$ cat src/rtl/fetch_pkg.sv
`default_nettype none
// +----------------------------------------------------------------------+
// | fetch_pkg                                                            |
// | Shared types and constants for the instruction fetch unit.           |
// | Optional build macro used by the fetch unit: FETCH_HALT_EN.          |
// | Revision: 1.0                                                        |
// +----------------------------------------------------------------------+
package fetch_pkg;

   localparam int DEF_ADDR_W = 8;
   localparam int DEF_DATA_W = 16;
   localparam int DEF_QDEPTH = 2;

   // Top nibble of an instruction word that stops fetch when halt is built in
   localparam logic [3:0] HALT_OPCODE = 4'hF;

   typedef enum logic [2:0] {
      S_IDLE  = 3'd0,
      S_FETCH = 3'd1,
      S_HOLD  = 3'd2,
      S_DRAIN = 3'd3,
      S_HALT  = 3'd4
   } fetch_state_t;

   typedef struct packed {
      logic [DEF_ADDR_W-1:0] addr;
      logic [DEF_DATA_W-1:0] data;
   } fetch_entry_t;

endpackage : fetch_pkg
`default_nettype wire

$ cat src/rtl/fetch_queue.sv
`default_nettype none
// +----------------------------------------------------------------------+
// | fetch_queue                                                          |
// | Small synchronous FIFO holding {addr, data} fetch entries.           |
// | Flush has priority over push and pop. Head entry is combinational.   |
// | Revision: 1.0                                                        |
// +----------------------------------------------------------------------+
module fetch_queue #(
   parameter int WIDTH = 24,
   parameter int DEPTH = 2
) (
   input  logic                     clk,
   input  logic                     rst,
   input  logic                     i_push,
   input  logic [WIDTH-1:0]         i_data,
   input  logic                     i_pop,
   input  logic                     i_flush,
   output logic [WIDTH-1:0]         o_data,
   output logic                     o_full,
   output logic                     o_empty,
   output logic [$clog2(DEPTH):0]   o_count
);

   localparam int c_ptr_w = $clog2(DEPTH);
   localparam int c_cnt_w = c_ptr_w + 1;
   localparam logic [c_cnt_w-1:0] c_depth = c_cnt_w'(DEPTH);

   logic [WIDTH-1:0]   r_mem [DEPTH];
   logic [c_ptr_w-1:0] r_wr_ptr;
   logic [c_ptr_w-1:0] r_rd_ptr;
   logic [c_cnt_w-1:0] r_count;
   logic               w_do_push;
   logic               w_do_pop;

   assign o_full    = (r_count == c_depth);
   assign o_empty   = (r_count == '0);
   assign o_count   = r_count;
   assign o_data    = r_mem[r_rd_ptr];
   // A push into a full queue is accepted only when the head leaves in the same cycle
   assign w_do_push = i_push && (!o_full || i_pop);
   assign w_do_pop  = i_pop && !o_empty;

   // Storage array; contents are only meaningful where the count says so
   always_ff @(posedge clk) begin
      if (w_do_push && !i_flush) begin
         r_mem[r_wr_ptr] <= i_data;
      end
   end

   // Pointer and occupancy tracking, flush empties the queue outright
   always_ff @(posedge clk or posedge rst) begin
      if (rst) begin
         r_wr_ptr <= '0;
         r_rd_ptr <= '0;
         r_count  <= '0;
      end else if (i_flush) begin
         r_wr_ptr <= '0;
         r_rd_ptr <= '0;
         r_count  <= '0;
      end else begin
         if (w_do_push) begin
            r_wr_ptr <= r_wr_ptr + c_ptr_w'(1);
         end
         if (w_do_pop) begin
            r_rd_ptr <= r_rd_ptr + c_ptr_w'(1);
         end
         case ({w_do_push, w_do_pop})
            2'b10:   r_count <= r_count + c_cnt_w'(1);
            2'b01:   r_count <= r_count - c_cnt_w'(1);
            default: r_count <= r_count;
         endcase
      end
   end

endmodule : fetch_queue
`default_nettype wire

$ cat src/rtl/instruction_fetch.sv
`default_nettype none
// +----------------------------------------------------------------------+
// | instruction_fetch                                                    |
// | Program counter, single-outstanding req/ack memory fetch, small      |
// | fetch queue and one-per-cycle issue to the decoder with branch       |
// | redirect and decoder stall.                                          |
// | Optional macro FETCH_HALT_EN: HALT_OPCODE words stop fetch and issue |
// | until the next branch.                                               |
// | Revision: 1.0                                                        |
// +----------------------------------------------------------------------+
module instruction_fetch
   import fetch_pkg::*;
#(
   parameter int ADDR_W = DEF_ADDR_W,
   parameter int DATA_W = DEF_DATA_W,
   parameter int QDEPTH = DEF_QDEPTH
) (
   input  logic              clock,
   input  logic              reset,
   output logic              mem_req,
   output logic [ADDR_W-1:0] mem_addr,
   input  logic              mem_ack,
   input  logic [DATA_W-1:0] mem_rdata,
   input  logic              branch_valid,
   input  logic [ADDR_W-1:0] branch_target,
   input  logic              stall,
   output logic [DATA_W-1:0] instruct,
   output logic              enable,
   output logic [ADDR_W-1:0] pc_out
);

   localparam int c_entry_w = ADDR_W + DATA_W;
   localparam int c_cnt_w   = $clog2(QDEPTH) + 1;
   localparam logic [c_cnt_w-1:0] c_last_free = c_cnt_w'(QDEPTH - 1);

   fetch_state_t         r_state;
   fetch_state_t         w_state_nxt;
   logic [ADDR_W-1:0]    r_fetch_pc;
   logic [ADDR_W-1:0]    w_fetch_pc_nxt;
   logic [ADDR_W-1:0]    r_target;
   logic [ADDR_W-1:0]    w_target_nxt;
`ifdef FETCH_HALT_EN
   logic                 r_halt_pend;
   logic                 w_halt_pend_nxt;
`endif

   logic [c_entry_w-1:0] w_head;
   logic [ADDR_W-1:0]    w_head_addr;
   logic [DATA_W-1:0]    w_head_data;
   logic                 w_full;
   logic                 w_empty;
   logic [c_cnt_w-1:0]   w_count;
   logic                 w_pop;
   logic                 w_push;
   logic                 w_flush;
   logic                 w_halt_pop;
   logic                 w_outstanding;

   assign w_head_addr   = w_head[c_entry_w-1 -: ADDR_W];
   assign w_head_data   = w_head[DATA_W-1:0];
   // Branch beats both stall and issue
   assign w_pop         = !w_empty && !stall && !branch_valid;
   assign w_outstanding = mem_req && !mem_ack;
`ifdef FETCH_HALT_EN
   assign w_halt_pop    = w_pop && (w_head_data[DATA_W-1 -: 4] == HALT_OPCODE);
`else
   assign w_halt_pop    = 1'b0;
`endif
   // Words returned during a redirect or a halt are dropped, never queued
   assign w_push  = (r_state == S_FETCH) && mem_req && mem_ack && !branch_valid && !w_halt_pop;
   assign w_flush = branch_valid || w_halt_pop;

   fetch_queue #(
      .WIDTH (c_entry_w),
      .DEPTH (QDEPTH)
   ) u_queue (
      .clk     (clock),
      .rst     (reset),
      .i_push  (w_push),
      .i_data  ({r_fetch_pc, mem_rdata}),
      .i_pop   (w_pop),
      .i_flush (w_flush),
      .o_data  (w_head),
      .o_full  (w_full),
      .o_empty (w_empty),
      .o_count (w_count)
   );

   // State, program counter and pending redirect target
   always_ff @(posedge clock or posedge reset) begin
      if (reset) begin
         r_state     <= S_IDLE;
         r_fetch_pc  <= '0;
         r_target    <= '0;
`ifdef FETCH_HALT_EN
         r_halt_pend <= 1'b0;
`endif
      end else begin
         r_state     <= w_state_nxt;
         r_fetch_pc  <= w_fetch_pc_nxt;
         r_target    <= w_target_nxt;
`ifdef FETCH_HALT_EN
         r_halt_pend <= w_halt_pend_nxt;
`endif
      end
   end

   // Next-state logic; fetch_pc keeps the old address while draining so mem_addr stays stable
   always_comb begin
      w_state_nxt     = r_state;
      w_fetch_pc_nxt  = r_fetch_pc;
      w_target_nxt    = r_target;
`ifdef FETCH_HALT_EN
      w_halt_pend_nxt = r_halt_pend;
`endif
      case (r_state)
         S_IDLE: begin
            w_state_nxt = S_FETCH;
         end
         S_FETCH: begin
            if (branch_valid) begin
               if (w_outstanding) begin
                  w_state_nxt  = S_DRAIN;
                  w_target_nxt = branch_target;
               end else begin
                  w_fetch_pc_nxt = branch_target;
               end
            end
`ifdef FETCH_HALT_EN
            else if (w_halt_pop) begin
               if (w_outstanding) begin
                  w_state_nxt     = S_DRAIN;
                  w_halt_pend_nxt = 1'b1;
               end else begin
                  w_state_nxt = S_HALT;
               end
            end
`endif
            else if (mem_req && mem_ack) begin
               w_fetch_pc_nxt = r_fetch_pc + ADDR_W'(1);
               if ((w_count == c_last_free) && !w_pop) begin
                  w_state_nxt = S_HOLD;
               end
            end
         end
         S_HOLD: begin
            if (branch_valid) begin
               w_fetch_pc_nxt = branch_target;
               w_state_nxt    = S_FETCH;
            end
`ifdef FETCH_HALT_EN
            else if (w_halt_pop) begin
               w_state_nxt = S_HALT;
            end
`endif
            else if (w_pop) begin
               w_state_nxt = S_FETCH;
            end
         end
         S_DRAIN: begin
            if (branch_valid) begin
               w_target_nxt    = branch_target;
`ifdef FETCH_HALT_EN
               w_halt_pend_nxt = 1'b0;
`endif
            end
            if (mem_ack) begin
               w_fetch_pc_nxt = branch_valid ? branch_target : r_target;
               w_state_nxt    = S_FETCH;
`ifdef FETCH_HALT_EN
               w_halt_pend_nxt = 1'b0;
               if (r_halt_pend && !branch_valid) begin
                  w_state_nxt    = S_HALT;
                  w_fetch_pc_nxt = r_fetch_pc;
               end
`endif
            end
         end
`ifdef FETCH_HALT_EN
         S_HALT: begin
            if (branch_valid) begin
               w_fetch_pc_nxt = branch_target;
               w_state_nxt    = S_FETCH;
            end
         end
`endif
         default: begin
            w_state_nxt = S_IDLE;
         end
      endcase
   end

   // Memory request outputs; a request is never raised while the queue is full
   always_comb begin
      mem_addr = r_fetch_pc;
      case (r_state)
         S_FETCH: mem_req = !w_full;
         S_DRAIN: mem_req = 1'b1;
         default: mem_req = 1'b0;
      endcase
   end

   // Registered issue stage: the popped entry appears one cycle later with enable
   always_ff @(posedge clock or posedge reset) begin
      if (reset) begin
         instruct <= '0;
         pc_out   <= '0;
         enable   <= 1'b0;
      end else begin
         enable <= w_pop;
         if (w_pop) begin
            instruct <= w_head_data;
            pc_out   <= w_head_addr;
         end
      end
   end

endmodule : instruction_fetch
`default_nettype wire
$ cat config.mk
export PLATFORM = sky130hd
export DESIGN_NAME = instruction_fetch
export DESIGN_NICKNAME = d
export VERILOG_FILES = /design/src/rtl/fetch_pkg.sv /design/src/rtl/fetch_queue.sv /design/src/rtl/instruction_fetch.sv
export SDC_FILE = /design/constraint.sdc
export NUM_CORES = 1
export LEC_CHECK = 0
export CORE_AREA = 2 2 103 105
export CTS_CLUSTER_SIZE = 20
export DETAILED_ROUTE_END_ITERATION = 16
export DIE_AREA = 0 0 105 107
export PLACE_DENSITY = 0.62
export REMOVE_ABC_BUFFERS = 1
export SLEW_MARGIN = 5
export SYNTH_ARGS = -nofsm -noshare
export SYNTH_HDL_FRONTEND = slang
export SYNTH_SLANG_ARGS = --single-unit
export TNS_END_PERCENT = 100
$ cat constraint.sdc
create_clock -name clock -period 2.54 [get_ports clock]
set_input_delay 0.508 -clock clock [delete_from_list [all_inputs] [get_ports clock]]
set_output_delay 0.508 -clock clock [all_outputs]
set_load 0.01 [all_outputs]
# Word level (Yosys, flattened, before mapping)
# Memories as Yosys holds them, arrays and structs flattened. A register that Yosys moved wholly into a read port is not among the register bits.
# Index checks and enable logic that the tools add are counted.
# word_totals
elab_cells,84
regBits,24
latchBits,0
memories,1
romBits,0
mem_bits_rw,48
# op_classes
n_lt_le_gt_ge,0
muxes,27
shifts,0
mul,0
eq_ne,16
reduce_logical,28
div_mod_pow,0
n_bitwise,0
add_sub_neg,5
# mem_list
name,words,width,read_ports,rd_ports_with_merged_regs,wr,line_no,rtl
u_queue.r_mem,2,24,1,1,1,fetch_queue.sv:28,logic [WIDTH-1:0] r_mem [DEPTH];
# op_table
operator,count
2-to-1 mux 8 bit,8
case mux 8 bit (3 select lines),1
2-to-1 mux 3 bit,7
case mux 8 bit (2 select lines),1
case mux 3 bit (4 select lines),1
logical AND 1 bit,11
AND reduction 5 bit,2
"inequality test 3 x 2 -> 1 bit, second input constant",3
"adder 8 x 1 -> 8 bit, second input constant",1
"inequality test 2 bit, second input constant",4
"== test 3 x 2 -> 1 bit, second input constant",2
zero test 1 bit,6
2-to-1 mux 1 bit,6
"inequality test 3 bit, second input constant",2
nonzero test 2 bit,3
nonzero test 3 bit,2
"== test 2 x 1 -> 1 bit, second input constant",2
"== test 2 bit, second input constant",2
case mux 2 bit (2 select lines),1
"== test 3 x 1 -> 1 bit, second input constant",1
zero test 3 bit,1
AND reduction 3 bit,1
"adder 1 bit, second input constant",2
"adder 2 x 1 -> 2 bit, second input constant",1
5 further kinds,5

# Longest topological paths before layout
# Gate-level depths: netlist (run 1).
# logic_depth
ltp_word,10
mapped_depth,7

# By module
# Synthesis (run 1) repeated with hierarchy kept, for this count alone.
# unflattened
cells_unflattened,274
hier_area_um2,4013.8
# modules_own_cells
mod,seq_area_each_um2,cells_per_inst,area_per_inst_um2,n_inst
instruction_fetch,1076.0,169,2026.9,1
fetch_queue,1541.5,105,1986.9,1

# Worst setup path after synthesis (run 1)
# No wires, ideal clock.
# synth_path
path_type,input to register
startpoint,in branch_valid
endpoint,mem u_queue.r_mem[0][0] (enable)
path_buffers,1
arrival_time_ns,2.108
stages,4
slack_ns,0.027
required_ns,2.135
path_cell_list,buf_2 -> nor2b_1 -> nand3_1 -> nor2_1
# synth_between
elab_chain_cells,7
word_cells_on_any_way,8
# synth_lines
element,line_no,rtl
start: declaration,instruction_fetch.sv:24,"input logic branch_valid,"
zero test 1 bit (*),"fetch_queue.sv:45, instruction_fetch.sv:62, instruction_fetch.sv:70",
logical AND 1 bit,instruction_fetch.sv:62,assign w_pop = !w_empty && !stall && !branch_valid;
logical OR 1 bit,fetch_queue.sv:40,assign w_do_push = i_push && (!o_full || i_pop);
logical AND 1 bit,fetch_queue.sv:40,
logical AND 1 bit (*),fetch_queue.sv:45,if (w_do_push && !i_flush) begin
2-to-1 mux 1 bit (*),fetch_queue.sv:45,
2-to-1 mux 1 bit (not written as such) (*),fetch_queue.sv:46,r_mem[r_wr_ptr] <= i_data;
end: declaration,fetch_queue.sv:28,
# Every way passes the cells marked *; elsewhere a longest branch is shown, timed or not.

# Worst setup path after layout (run 1)
# layout_path
startpoint,"reg u_queue.r_count[0], in the netlist u_queue.o_count[0]"
endpoint,out mem_req
# layout_between
elab_chain_cells,3
# layout_lines
element,line_no,rtl
start: declaration,fetch_queue.sv:31,logic [c_cnt_w-1:0] r_count;
start signal: assignment,fetch_queue.sv:68,2'b10: r_count <= r_count + c_cnt_w'(1);
start signal: assignment,fetch_queue.sv:69,2'b01: r_count <= r_count - c_cnt_w'(1);
start signal: assignment,fetch_queue.sv:70,default: r_count <= r_count;
== test 2 bit,fetch_queue.sv:35,assign o_full = (r_count == c_depth);
zero test 1 bit,instruction_fetch.sv:197,S_FETCH: mem_req = !w_full;
case mux 1 bit (2 select lines),instruction_fetch.sv:196,case (r_state)
end: declaration,instruction_fetch.sv:20,"output logic mem_req,"
# Every way passes these cells.

==> impl_metrics.ini, run 1 <==
[sta]
slew_viol_final = 0
tns_ns = 0
fmax_mhz = 416.4
tightest_slew_ns = 0.4381
rsz0062_at_grt = no
max-slew-margin-rel_pct = 70.70
setup_violations = 0
skew_ns = 0.009095
period_needed_ns = 2.402
finalHoldViolCount = 0
fin_crit_sh_pct = 94.55

[floorplan]
die_x_um = 105
start_util_pct = 38.85
die_h_um = 107
placementRows = 37
die_area_mm2 = 0.01124
core-area_mm2 = 0.01009
ioPinCount = 63

[routing]
wl_um = 6992
wl_per_cell_um = 13.96
post-route-drc-count = 0
firstDrtPassIters = 4
via_per_inst = 4.800
ant_nets = 0
drt-initial-drc-count = 137
vias = 2405

[finish]
n_antenna_cell = 0
fillers = 942
nNetsFinal = 393
final_cells = 501
drive_above_1_share_pct = 13.42
syn2layout_area_growth_pct = 27.41

[grt]
grt_max_degree = 50
grtUsageTotal_pct = 13.11
antenna_found_initial = 0
grt_pass1_wl_um = 11340
overflow = 0
grt_pass1_vias = 2329

[clock_tree]
root_buffer = clkbuf_8
cts_sinks = 95
numCtsBuffers = 9
cts_buffer_depth = 2
htreeDepth = 3
cts_tree = done
clock_latency_ns = 0.35
post_cts_resized = 0
clkSlewWorstSetupHoldPaths_ns = 0.09

[placed_design]
placedCellCount = 484
hpwl_um = 4762
place_congestion = 0.7810
portBuffers = 62

[critical_path]
reg2reg_setup_slack_ns = 0.81
crit_required_ns = 2.03
path_max_fanout = 6
critPathCaptureType = output port
start_kind = flop
critical_path_class = reg2out
arrival_ns = 1.89

[run]
drv_cap = 0

[run_status]
status = completed

[pwr]
ir_worst_vdd_mv = 0.3998
powerDensity_mw_per_mm2 = 1063
p_leak_nw = 1.820

[yosys]
synth_top_area_share_pct = 36.76
synth_seq_cells = 95
synth_area_mm2 = 0.003921
ys_warn_count = 0
synthSimpleGateAreaFrac_pct = 9.860
netlist_top_cells_area = edfxtp_1 (37%), dfrtp_1 (30%), mux2i_1 (6.1%), nor2_1 (3.8%), a21oi_1 (3.3%)
synth-xor-area-share_pct = 1.117
synth_top_family_by_area = simple AND/OR/NAND/NOR gates
yosys.area.top_type = edfxtp_1
postSynthAreaPerCell_um2 = 13.52
synthFlopType = edfxtp_1
synthMuxAreaShare_pct = 8.711
ys_seq_area_share_pct = 66.75
synth_fa_ha_area_share_pct = 1.276
synth_edf_count = 48
synthCells = 290
yosys.cell_types.count = 47
synth-compound-area-share_pct = 9.445
postSynth.asyncResetShare_pct = 49.47

[hold_path]
hold_class = reg2reg
synth_stat cells (3+ instances only):
master / instances
ha_1: 4
buf_2: 11
mux2i_1: 24
nand2_1: 4
o21ai_1: 5
a211oi_1: 3
inv_1: 6
xnor2_1: 5
nand2b_1: 4
o21ai_0: 6
edfxtp_1: 48
a21oi_1: 26
nor2b_1: 3
nor2_1: 40
and3_1: 3
nand3_1: 6
mux2_2: 9
dfrtp_1: 47
kinds of logic (layout without fill, tap and decap cells):
logic type / after synthesis / in the layout
AO/OA/AOI/OAI: 57 / 57
XOR/XNOR: 5 / 5
adder cells (fa/ha/maj): 4 / 4
buffers and inverters: 21 / 96
flip-flops: 95 / 95
multiplexers: 33 / 33
AND/OR/NAND/NOR: 75 / 75
metrics by stage:
step | util [%] | setup WS, ns | instance area (um2) | power, W | hold slack [ns]
floorplan | - | 0.1361 | 3832 | 0.003384 | 0.4701
global placement | 47.24 | 0.4233 | 4767 | 0.004258 | 0.4876
detailed placement | 47.24 | 0.3824 | 4767 | 0.004289 | 0.4973
CTS | 49.43 | 0.07800 | 4989 | 0.005377 | 0.5136
global route | 49.50 | 0.004165 | 4996 | 0.005652 | 0.5256
finish | 49.50 | 0.1384 | 4996 | 0.005310 | 0.5147
timing repair:
action / 4_1_cts / 5_1_grt
hold buffers: 0 / 0
buffers inserted: 0 / 1
endpoints found under the setup margin: 0 / 1
where the power goes:
group | total (W) | switching, W | internal, W
sequential | 0.00238 | 0.000288 | 0.00209
clock | 0.00107 | 0.000511 | 0.000562
combinational | 0.00186 | 0.000845 | 0.00102
cell usage in the layout, fill, tap and decap left out, types with 6 or more instances in the layout:
master           Yosys  layout
o21ai_0              6       6
a21oi_1             26      26
clkbuf_8             0       9
dfrtp_1             47      47
nand3_1              6       6
clkdlybuf4s50_1      0      62
mux2i_1             24      24
edfxtp_1            48      48
nor2_1              40      38
buf_4                1       8
mux2_2               9       9
worst max-delay path, stage by stage, from the launching register on:
cell	delay, ns
dfrtp_1	0.39
inv_1	0.07
ha_1	0.26
nand2b_1	0.15
and2_1	0.14
clkdlybuf4s50_1	0.53
registers in the layout (all words and copies together), names as in the netlist:
register	cells
mem_addr	8
u_queue.r_rd_ptr	1
enable	1
u_queue.o_count	2
instruct	16
r_state	2
u_queue.r_mem	48
pc_out	8
u_queue.r_wr_ptr	1
r_target	8
layer usage:
| layer | GRT usage [%] | vias up | part of all wire (%) |
|---|---|---|---|
| li1 | - | 1189 | - |
| met1 | 18.72 | 1150 | 50 |
| met2 | 19.29 | 60 | 44 |
| met3 | 4.134 | 6 | 5.3 |
| met4 | 3.714 | 0 | 1.0 |
| met5 | 0 | - | 0 |
final timing paths:
check / start / cells past startpoint / to
min in group asynchronous: reset / 3 / instruct[12]
min reg2reg: r_target[2] / 1 / r_target[2]
max reg2reg: u_queue.o_count[0] / 5 / r_target[1]
max: u_queue.o_count[0] / 5 / mem_req
min: r_target[2] / 1 / r_target[2]
max in group asynchronous: reset / 3 / r_target[0]
layout make-up:
| cell class | count | area, um2 | area share [%] |
|---|---|---|---|
| Clock inverter | 6 | 93.84 | 1.878 |
| Sequential cell | 95 | 2618 | 52.39 |
| Tap cell | 136 | 170.2 | 3.406 |
| Clock buffer | 10 | 127.6 | 2.554 |
| Inverter | 6 | 22.52 | 0.4508 |
| Timing Repair Buffer | 74 | 760.7 | 15.23 |
| Multi-Input combinational cell | 174 | 1204 | 24.09 |
No activity file was read; power rests on OpenSTA's default activity.
==> run 2: changes to the inputs <==
--- a/config.mk
+++ b/config.mk
@@ -9,6 +9,7 @@
 export CTS_CLUSTER_SIZE = 20
 export DETAILED_ROUTE_END_ITERATION = 16
 export DIE_AREA = 0 0 105 107
+export GPL_ROUTABILITY_DRIVEN = 0
 export PLACE_DENSITY = 0.62
 export REMOVE_ABC_BUFFERS = 1
 export SLEW_MARGIN = 5
==> results of run 2 <==
Final layout, timing and power as in run 1 (identical DEF).
